## config.mk

```make
export PLATFORM = sky130hd
export DESIGN_NAME = fetchbuffer
export DESIGN_NICKNAME = d
export VERILOG_FILES = /design/src/rtl/fetchbuffer_pkg.sv /design/src/rtl/fetchbuffer_instqueue.sv /design/src/rtl/fetchbuffer.sv
export SDC_FILE = /design/constraint.sdc
export NUM_CORES = 1
export LEC_CHECK = 0
export CORE_MARGIN = 8
export CORE_UTILIZATION = 40
export CTS_BUF_LIST = sky130_fd_sc_hd__clkbuf_4 sky130_fd_sc_hd__clkbuf_8
export CTS_CLUSTER_DIAMETER = 50
export DETAILED_ROUTE_END_ITERATION = 12
export PLACE_DENSITY_LB_ADDON = 0.15
export SLEW_MARGIN = 15
export SYNTH_ARGS = -nofsm -noshare
export SYNTH_HDL_FRONTEND = slang
export SYNTH_SLANG_ARGS = --single-unit
```

## constraint.sdc

```tcl
create_clock -name clk -period 6.5 [get_ports clk]
set_clock_uncertainty 0.1 [all_clocks]
set_input_delay 1.95 -clock clk [delete_from_list [all_inputs] [get_ports clk]]
set_output_delay 1.95 -clock clk [all_outputs]
set_load 0.02 [all_outputs]
```

## src/rtl/fetchbuffer_pkg.sv

```systemverilog
// Shared widths, fetch controller state encoding and PC step for the prefetch stage.
package fetchbuffer_pkg;

  localparam int BUS_WORDSIZE = 64;
  localparam int BUS_INSTSIZE = 32;
  localparam int PC_INC       = 4;

  typedef enum logic [1:0] {
    FETCH_IDLE = 2'b00,
    FETCH_WAIT = 2'b01,
    FETCH_DROP = 2'b10
  } fetch_state_e;

endpackage

```

## src/rtl/fetchbuffer_instqueue.sv

```systemverilog
// DEPTH-entry synchronous FIFO of {pc, inst}; head is read combinationally from storage.
module instqueue
  import fetchbuffer_pkg::*;
#(
  parameter  int DEPTH = 4,
  parameter  int PW    = BUS_WORDSIZE,
  parameter  int IW    = BUS_INSTSIZE,
  localparam int AW    = $clog2(DEPTH),
  localparam int CW    = $clog2(DEPTH + 1)
) (
  input  logic          clk,
  input  logic          rst,
  input  logic          clear,
  input  logic          push,
  input  logic [PW-1:0] push_pc,
  input  logic [IW-1:0] push_inst,
  input  logic          pop,
  output logic [CW-1:0] count,
  output logic          head_valid,
  output logic [PW-1:0] head_pc,
  output logic [IW-1:0] head_inst
);

  logic [DEPTH-1:0][PW-1:0] pc_mem;
  logic [DEPTH-1:0][IW-1:0] inst_mem;
  logic [AW-1:0]            rd_ptr, wr_ptr;

  // Storage needs no reset: nothing is visible until count says so.
  always_ff @(posedge clk) begin
    if (push && !clear) begin
      pc_mem[wr_ptr]   <= push_pc;
      inst_mem[wr_ptr] <= push_inst;
    end
  end

  always_ff @(posedge clk or posedge rst) begin
    if (rst) begin
      rd_ptr <= '0;
      wr_ptr <= '0;
      count  <= '0;
    end else if (clear) begin
      rd_ptr <= '0;
      wr_ptr <= '0;
      count  <= '0;
    end else begin
      if (push) wr_ptr <= wr_ptr + AW'(1);
      if (pop)  rd_ptr <= rd_ptr + AW'(1);
      count <= count + CW'(push) - CW'(pop);
    end
  end

  assign head_valid = (count != '0);
  assign head_pc    = head_valid ? pc_mem[rd_ptr]   : '0;
  assign head_inst  = head_valid ? inst_mem[rd_ptr] : '0;

endmodule

```

## src/rtl/fetchbuffer.sv

```systemverilog
// Instruction prefetch: one outstanding req/ack fetch, queued results, redirect flush.
module fetchbuffer
  import fetchbuffer_pkg::*;
#(
  parameter int DEPTH    = 4,
  parameter int WORDSIZE = BUS_WORDSIZE,
  parameter int INSTSIZE = BUS_INSTSIZE
) (
  input  logic                clk,
  input  logic                rst,
  output logic                imem_req,
  output logic [WORDSIZE-1:0] imem_addr,
  input  logic                imem_ack,
  input  logic [INSTSIZE-1:0] imem_data,
  input  logic                stall,
  input  logic                redirect,
  input  logic [WORDSIZE-1:0] redirect_pc,
  output logic                out_valid,
  output logic [WORDSIZE-1:0] out_pc,
  output logic [INSTSIZE-1:0] out_inst
);

  localparam int            CW   = $clog2(DEPTH + 1);
  localparam logic [CW-1:0] FULL = CW'(DEPTH);
  localparam logic [CW-1:0] LAST = CW'(DEPTH - 1);

  fetch_state_e        state, state_n;
  logic [WORDSIZE-1:0] fetch_pc, pc_n, addr_n, target;
  logic                push, pop;
  logic [CW-1:0]       count;

  assign target   = redirect_pc & ~WORDSIZE'(3);
  assign pop      = out_valid && !stall && !redirect;
  assign imem_req = (state != FETCH_IDLE);

  always_comb begin
    state_n = state;
    pc_n    = fetch_pc;
    addr_n  = imem_addr;
    push    = 1'b0;
    case (state)
      // A redirect empties the queue, so the new target can be requested at once.
      FETCH_IDLE: begin
        if (redirect) begin
          pc_n    = target;
          state_n = FETCH_WAIT;
        end else if (count != FULL) begin
          state_n = FETCH_WAIT;
        end
      end
      FETCH_WAIT: begin
        if (redirect) begin
          pc_n    = target;
          state_n = imem_ack ? FETCH_WAIT : FETCH_DROP;
        end else if (imem_ack) begin
          push    = 1'b1;
          pc_n    = fetch_pc + WORDSIZE'(PC_INC);
          state_n = (pop || count != LAST) ? FETCH_WAIT : FETCH_IDLE;
        end
      end
      // Abandoned request stays on the bus until its ack drains.
      FETCH_DROP: begin
        if (redirect) pc_n = target;
        if (imem_ack) state_n = FETCH_IDLE;
      end
      default: state_n = FETCH_IDLE;
    endcase
    if (state_n == FETCH_WAIT) addr_n = pc_n;
  end

  always_ff @(posedge clk or posedge rst) begin
    if (rst) begin
      state     <= FETCH_IDLE;
      fetch_pc  <= '0;
      imem_addr <= '0;
    end else begin
      state     <= state_n;
      fetch_pc  <= pc_n;
      imem_addr <= addr_n;
    end
  end

  instqueue #(
    .DEPTH (DEPTH),
    .PW    (WORDSIZE),
    .IW    (INSTSIZE)
  ) u_queue (
    .clk        (clk),
    .rst        (rst),
    .clear      (redirect),
    .push       (push),
    .push_pc    (fetch_pc),
    .push_inst  (imem_data),
    .pop        (pop),
    .count      (count),
    .head_valid (out_valid),
    .head_pc    (out_pc),
    .head_inst  (out_inst)
  );

endmodule

```

# ---- Yosys cells after proc, flatten, opt, wreduce, memory -nomap -nowiden
# Cells that the tools add are included.
# Widths: inputs -> output; s select.
dict set report totals {
  register_bits 521
  latch_bits 0
  ramBits 0
  mem_bits_ro 0
  inputBits 101
  out_inout_bits 162
  n_memories 0
}
dict set report classes {
  n_addsub 5
  multipliers 0
  n_div 0
  n_lt_le_gt_ge 3
  n_eq_ne 5
  shift 0
  muxes 32
  bitwise_logic 0
  n_reduce_logical 13
}
# cell count
set op_table {}
lappend op_table {{$mux 64} 6}
lappend op_table {{$bwmux 256} 1}
lappend op_table {{$bmux 64 s2} 1}
lappend op_table {{$bwmux 128} 1}
lappend op_table {{$demux 64 s2} 1}
lappend op_table {{$pmux 64 s2} 1}
lappend op_table {{$mux 32} 3}
lappend op_table {{$add 64x3->64 const B} 1}
lappend op_table {{$bmux 32 s2} 1}
lappend op_table {{$demux 32 s2} 1}
lappend op_table {{$mux 2} 10}
lappend op_table {{$lt 2x3->1 const B} 2}
lappend op_table {{$pmux 2 s3} 1}
lappend op_table {{$reduce_bool 2->1} 3}
lappend op_table {{$add 2x1->2 const B} 2}
lappend op_table {{$eq 2x1->1 const B} 2}
lappend op_table {{$logic_and 1x1->1} 4}
lappend op_table {{$mux 1} 4}
lappend op_table {{$add 3x1->3} 1}
lappend op_table {{$mux 3} 1}
lappend op_table {{$ne 3x2->1 const B} 1}
lappend op_table {{$ne 3x3->1 const B} 1}
lappend op_table {{$reduce_bool 3->1} 1}
lappend op_table {{$sub 3x1->3} 1}
lappend op_table {{6 further kinds} 7}

# ---- Depth between registers and ports, before layout
# Gate-level depths: netlist of run 1.
dict set report logic_depth {
  ltp_word 9
  mapped_depth 12
  mapped_depth_nobuf 9
}

# ---- By module
# From an unflattened synthesis of run 1, not the netlist that was laid out.
dict set report unflattened {
  hier_cells 1656
  hier_area_um2 23526.3
}
# mod n_inst cells_each area_per_inst_um2
set modules_own_cells {}
lappend modules_own_cells {instqueue 1 648 14894.3}
lappend modules_own_cells {fetchbuffer 1 1008 8632.0}

# ---- Worst setup path after synthesis of run 1
# OpenSTA, ideal clock, no wires.
dict set report synth_timing {
  path_kind {input-to-reg}
  startpoint {input redirect}
  endpoint {register u_queue.inst_mem[0] (netlist bit) (enable)}
  setup_time_ns 0.466
  arrival_time_ns 5.169
  t_required_ns 5.934
  setup_slack_ns 0.765
  path_stages 4
  path_cell_list {clkbuf_1 > nor3b_1 > clkbuf_1 > and3_1}
}
dict set report synth_between {
  elab_chain_cells 3
  word_cells_on_any_way 4
  cone_classes {mux: 2; reduce/logical: 2}
}
# item line_no
set synth_rtl {}
lappend synth_rtl {{from (decl)} fetchbuffer.sv:16} ;# input logic redirect,
lappend synth_rtl {{$mux 1} fetchbuffer.sv:52} ;# if (redirect) begin
lappend synth_rtl {{$mux 1} fetchbuffer.sv:41} ;# case (state)
lappend synth_rtl {{$logic_and 1x1->1 *} fetchbuffer_instqueue.sv:30} ;# if (push && !clear) begin
lappend synth_rtl {{to (signal, indexed assignment)} fetchbuffer_instqueue.sv:32} ;# inst_mem[wr_ptr] <= push_inst;
lappend synth_rtl {{to (decl)} fetchbuffer_instqueue.sv:25} ;# logic [DEPTH-1:0][IW-1:0] inst_mem;
# Mark *: on every way between the ends. The rest lies on a longest branch, timed or not.
# A chain may end at the register's enable or synchronous reset.

# ---- Final worst setup path of run 1
dict set report layout_timing {
  startpoint {register u_queue.rd_ptr[0]}
  endpoint {output out_inst[7]}
}
dict set report layout_between {
  elab_chain_cells 3
}
# item line_no
set layout_rtl {}
lappend layout_rtl {{from (decl)} fetchbuffer_instqueue.sv:26} ;# logic [AW-1:0] rd_ptr, wr_ptr;
lappend layout_rtl {{from (signal assigned)} fetchbuffer_instqueue.sv:47} ;# if (pop) rd_ptr <= rd_ptr + AW'(1);
lappend layout_rtl {{$bmux 32 s2} fetchbuffer_instqueue.sv:54} ;# assign head_inst = head_valid ? inst_mem[rd_ptr] : '0;
lappend layout_rtl {{$mux 32 (implied by the code)} fetchbuffer_instqueue.sv:54}
lappend layout_rtl {{$mux 32} fetchbuffer_instqueue.sv:54}
lappend layout_rtl {{to (decl)} fetchbuffer.sv:20} ;# output logic [INSTSIZE-1:0] out_inst
# No other way between the ends. The select of a mux whose other input is x is not followed.

==> results of run 1 <==
-- registers in the layout (all words and copies together), names as in the netlist --
| register | count |
|---|---|
| state | 2 |
| u_queue.wr_ptr | 2 |
| imem_addr | 64 |
| u_queue.count | 3 |
| u_queue.pc_mem | 256 |
| u_queue.rd_ptr | 2 |
| u_queue.inst_mem | 128 |
| fetch_pc | 64 |
-- synthesized netlist by cell type, types with 15 or more instances --
library cell | instances | area (µm²)
nand3_1 | 52 | 260
nor4_1 | 41 | 257
nor2_1 | 84 | 315
inv_1 | 31 | 116
a211oi_1 | 21 | 158
mux4_2 | 96 | 2160
dfrtp_1 | 137 | 3430
o21ai_0 | 24 | 120
buf_2 | 26 | 130
mux2_2 | 24 | 270
nor3_1 | 29 | 145
and4_1 | 16 | 140
nand4_1 | 39 | 244
or4_1 | 15 | 113
and2_1 | 106 | 663
mux2i_1 | 26 | 260
clkbuf_1 | 80 | 300
o22ai_1 | 29 | 181
nand2_1 | 95 | 357
edfxtp_1 | 384 | 11500
and3_1 | 28 | 175
a21oi_1 | 38 | 190
-- logic make-up after synthesis --
logic type      Yosys count  share of synthesized area (%)
flops                   521                           63.8
xor+xnor                 13                          0.485
compound gates          254                           7.90
buf+inv                 158                           2.73
mux                     147                           11.5
fa+ha+maj                 8                          0.459
simple gates            551                           13.1
-- path summary, 6_finish.rpt --
kind | startpoint | to
max in group asynchronous | rst | imem_addr[60]
max reg2reg | state[0] | imem_addr[56]
min | imem_addr[32] | imem_addr[32]
min in group asynchronous | rst | imem_addr[23]
min reg2reg | imem_addr[32] | imem_addr[32]
max | u_queue.rd_ptr[0] | out_inst[7]
-- area by class of cell --
cell class | count | area [µm²] | share of cell area (%)
sequential | 521 | 15000 | 52.0
multi-input combinational | 973 | 7890 | 27.4
timing repair buffer | 302 | 2990 | 10.4
clock buffer | 130 | 1550 | 5.39
tap | 765 | 957 | 3.33
clock inverter | 41 | 284 | 0.987
inverter | 34 | 133 | 0.461
antenna | 2 | 5.00 | 0.0174
-- where the power goes --
part           internal [mW]  switching [mW]  leakage [nW]  total (mW)
sequential              3.99           0.493          5.07        4.49
combinational           1.56            1.81          3.75        3.37
clock                   1.64            1.38         0.967        3.02
total                   7.19            3.69          9.79        10.9
-- worst min-delay path, stage by stage (launching register included) --
cell     delay (ps)
dfrtp_1         350
nand2_1          50
o21ai_0          60
-- per-layer routing --
metal,up-vias,global-route usage [%],part of all wire (%)
li1,7110,-,-
met1,8258,28.3,42
met2,721,34.4,47
met3,141,5.32,8.5
met4,0,6.95,2.6
met5,-,0,0
==> reports/metrics.csv, run 1 <==
metric,value,unit
status,finished with violations,
failing checks,design-rule violations,
vias in the first global route,16699,
crit-path cells,buf_4 -> mux4_2 -> and2_1 -> clkdlybuf4s50_1,
Tightest Pin Transition,1090,ps
Die H,258,µm
die area,0.0666,mm²
Fin Setup TNS,0,ps
Avg Inst Size Synth,14.2,µm²
Post-synth EDFFs,384,
cell area after layout,0.0288,mm²
Ports,263,
Inserted Clock Buffers,91,
Post-CTS Setup Bufs,0,
kind of start point of the critical path,flip-flop,
"Reg clk slew, reported paths",50,ps
layout cells sized above 1,17.8,%
CTS Root Cell,clkbuf_8,
DP HPWL,47500,µm
post-route DRC violation count,1,
worst r2r path cells,8,
sequential share of the synthesized area,63.8,%
RSZ-0062 raised after global routing,false,
GRT Residual Overflow,0,
CP max-delay cell,dfrtp_4,
Critical Path AT,3260,ps
final non-filler cell total,2768,
final-report hold violation count,0,
"commonest non-fill, non-tap cell in the layout",edfxtp_1,
Syn-to-layout area delta,22.7,%
TritonRoute pass-1 iters,9,
syn_nets,1761,
Final Cycle Share,81.7,%
first-pass GRT wire length,108000,µm
P_leak,9.79,nW
Mapped Area,0.0235,mm²
Power Density,378,mW/mm²
MaxCap Viol Count,0,
FP Rows,88,
largest net degree at the start of global routing,82,
crit path capture type,output pin,
crit-path leading delay family,buffers and inverters,
critical path class,reg -> out,
post-layout min period,5310,ps
WL per Instance,26.2,µm
DRT iter0 DRCs,1337,
library cells used by synthesis,83,
CP Max Fanout,24,
gr usage total,21.4,%
relative slew slack,26.8,%
most frequent cells in the layout,"edfxtp_1, clkdlybuf4s50_1, dfrtp_1, and2_1, mux4_2",
WP buf/inv,2,
clock sinks,521,
nets,2032,
antenna-violating nets left,0,
CP Data Required Time,4450,ps
FMAX,188,MHz
Initial Util,40.6,%
initial antenna violation count,2,
via count,16230,
hold path cells,2,
Final Core Density,49.8,%
CTS tree,built,
Min-Delay Path Class,reg -> reg,
Worst VDD drop,0.000189,V
Horiz. Die Dim,258,µm
Core Region,0.0578,mm²
Critical Path Stages,4,
Synth Flop Type,edfxtp_1,
"Hold-fix buffers, CTS",0,
Final Wtd Congestion,0.908,
Ys Warns,0,
Worst path max stage delay,760,ps
Cells after Synth,1652,
hold_ws,402,ps
maximum buffer depth of the clock tree,3,
#FFs+latches synth,521,
final WL,72500,µm
Max Slew Vio Count,0,
Cells after DPL,2595,
Final Worst Setup Slack,1190,ps
post-synthesis async set-or-reset flop share,26.3,%
DP Worst Slack,1240,ps
total power draw,10.9,mW
R2R Setup Slk,2910,ps
Fillers,5075,
H-tree depth,3,
DR vias/cell,5.86,
"Cell Area, Placed",0.0269,mm²
later-pin clock latency in the skew report,680,ps
PostCTS Resize Cnt,0,
final setup violation count,0,
Port Buffers,260,
No activity file was read; power rests on OpenSTA's default activity.
==> inputs of run 2 (changes only) <==
- clock period: 6.5 -> 4.8 ns (I/O delays scaled with it)
==> reports/metrics.csv, run 2 (synthesis results as in run 1) <==
metric,value,unit,change
later-pin clock latency in the skew report,670,ps,about the same
Ports,263,,unchanged
Power Density,513,mW/mm²,+36%
first-pass GRT wire length,107000,µm,-0.99%
maximum buffer depth of the clock tree,3,,unchanged
final-report hold violation count,0,,unchanged
Critical Path AT,3000,ps,-260 ps
Cells after DPL,2609,,+0.54%
final non-filler cell total,2775,,+0.25%
PostCTS Resize Cnt,0,,unchanged
end of the critical path,out_pc[20],,
FP Rows,88,,unchanged
WP buf/inv,2,,unchanged
crit-path cells,buf_12 -> mux4_2 -> and2_1 -> clkdlybuf4s50_1,,
crit path capture type,output pin,,
CP Max Fanout,37,,+54%
DP HPWL,47200,µm,-0.57%
R2R Setup Slk,1320,ps,-1590 ps
CTS tree,built,,
Die H,258,µm,unchanged
"Reg clk slew, reported paths",60,ps,about the same
total power draw,14.9,mW,+37%
status,"complete, no violations",,
post-layout min period,4540,ps,
via count,16132,,-0.60%
RSZ-0062 raised after global routing,false,,
"commonest non-fill, non-tap cell in the layout",edfxtp_1,,
antenna-violating nets left,0,,unchanged
max reg flops,256,,unchanged
Inserted Clock Buffers,89,,-2.2%
critical path class,reg -> out,,
CTS Root Cell,clkbuf_8,,
"Most flops, register",u_queue.pc_mem,,
Max Slew Vio Count,0,,unchanged
H-tree depth,3,,unchanged
Worst VDD drop,0.000268,V,+42%
crit-path leading delay family,buffers and inverters,,
Final Worst Setup Slack,264,ps,-923 ps
Tightest Pin Transition,1080,ps,-7.06 ps
vias in the first global route,16451,,-1.5%
Fin Setup TNS,0,ps,unchanged
hold_ws,401,ps,-1.23 ps
Final Wtd Congestion,0.910,,+0.25%
Min-Delay Path Class,reg -> reg,,
largest net degree at the start of global routing,98,,+20%
Critical Path Start,u_queue.rd_ptr[0],,
Critical R2R Launch,fetch_pc[3],,
Core Region,0.0578,mm²,unchanged
DRT iter0 DRCs,1402,,+4.9%
"Hold-fix buffers, CTS",0,,unchanged
FMAX,220,MHz,
Critical R2R Capture,imem_addr[34],,
CP max-delay cell,dfrtp_4,,
initial antenna violation count,1,,-1
relative slew slack,27.2,%,+0.41 points
Post-CTS Setup Bufs,0,,unchanged
DP Worst Slack,459,ps,-783 ps
final WL,72500,µm,-0.11%
Syn-to-layout area delta,23.6,%,
layout cells sized above 1,18.2,%,+0.38 points
MaxCap Viol Count,0,,unchanged
WL per Instance,26.1,µm,-0.36%
gr usage total,21.2,%,-0.14 points
Port Buffers,260,,unchanged
final setup violation count,0,,unchanged
GRT Residual Overflow,0,,unchanged
DR vias/cell,5.81,,-0.85%
clock sinks,521,,unchanged
post-route DRC violation count,0,,-1
Initial Util,40.6,%,unchanged
TritonRoute pass-1 iters,6,,-3
CP Data Required Time,3260,ps,-1190 ps
Worst path max stage delay,620,ps,-140 ps
kind of start point of the critical path,flip-flop,,
Final Cycle Share,94.5,%,
Top Registers,"u_queue.pc_mem x256, u_queue.inst_mem x128",,
nets,2044,,+0.59%
P_leak,9.92,nW,+1.3%
worst r2r path cells,6,,-2
Critical Path Stages,4,,unchanged
most frequent cells in the layout,"edfxtp_1, clkdlybuf4s50_1, dfrtp_1, and2_1, clkbuf_8",,
Horiz. Die Dim,258,µm,unchanged
die area,0.0666,mm²,unchanged
==> run 2: changes by cell type in the layout (fill, tap and decap cells not counted), sizes merged <==
cell,before,now
clkinvlp,6,2
bufinv,2,3
buf,43,57
diode,2,1
inv,36,35
clkinv,31,20
clkbuf,130,139
==> run 2: cell type report <==
type	count	area (µm²)
well taps	765	957
clock buffers	139	1650
repair buffers	316	3190
flip-flops and latches	521	15000
diodes	1	2.50
multi-input cells	973	7880
inverters	34	131
clock inverters	26	218
fillers	5029	28800
==> run 2: how the worst min path moves through the flow <==
stage / endpoint / cells past startpoint / from
after global placement: u_queue.pc_mem[128] / 0 / fetch_pc[0]
after detailed placement: imem_addr[25] / 2 / imem_addr[25]
final: imem_addr[39] / 2 / imem_addr[39]
after global routing: imem_addr[42] / 2 / imem_addr[42]
after CTS: imem_addr[2] / 1 / imem_addr[2]
after floorplan: u_queue.pc_mem[0] / 0 / fetch_pc[0]
==> run 2: power by group <==
part | internal, mW | switching (mW)
sequential | 5.41 | 0.668
combinational | 2.16 | 2.46
clock | 2.36 | 1.82
total | 9.93 | 4.94
==> run 2: metrics by stage <==
step | instance area [µm²] | util, %
floorplan | 23500 | -
CTS | 29000 | 50.2
finish | 29000 | 50.2
global route | 29000 | 50.2
detailed placement | 27100 | 46.9
global placement | 27100 | 46.9
==> run 2: tightest hold or removal path: stages (launching register included) <==
cell	delay, ps
dfrtp_1	360
nand2_1	50
o41ai_1	60
==> run 2: layer usage <==
layer | GRT usage [%] | wire [µm]
met1 | 29.0 | 31000
met4 | 6.25 | 1540
met2 | 34.0 | 34300
met5 | 0 | 0
met3 | 4.58 | 5630
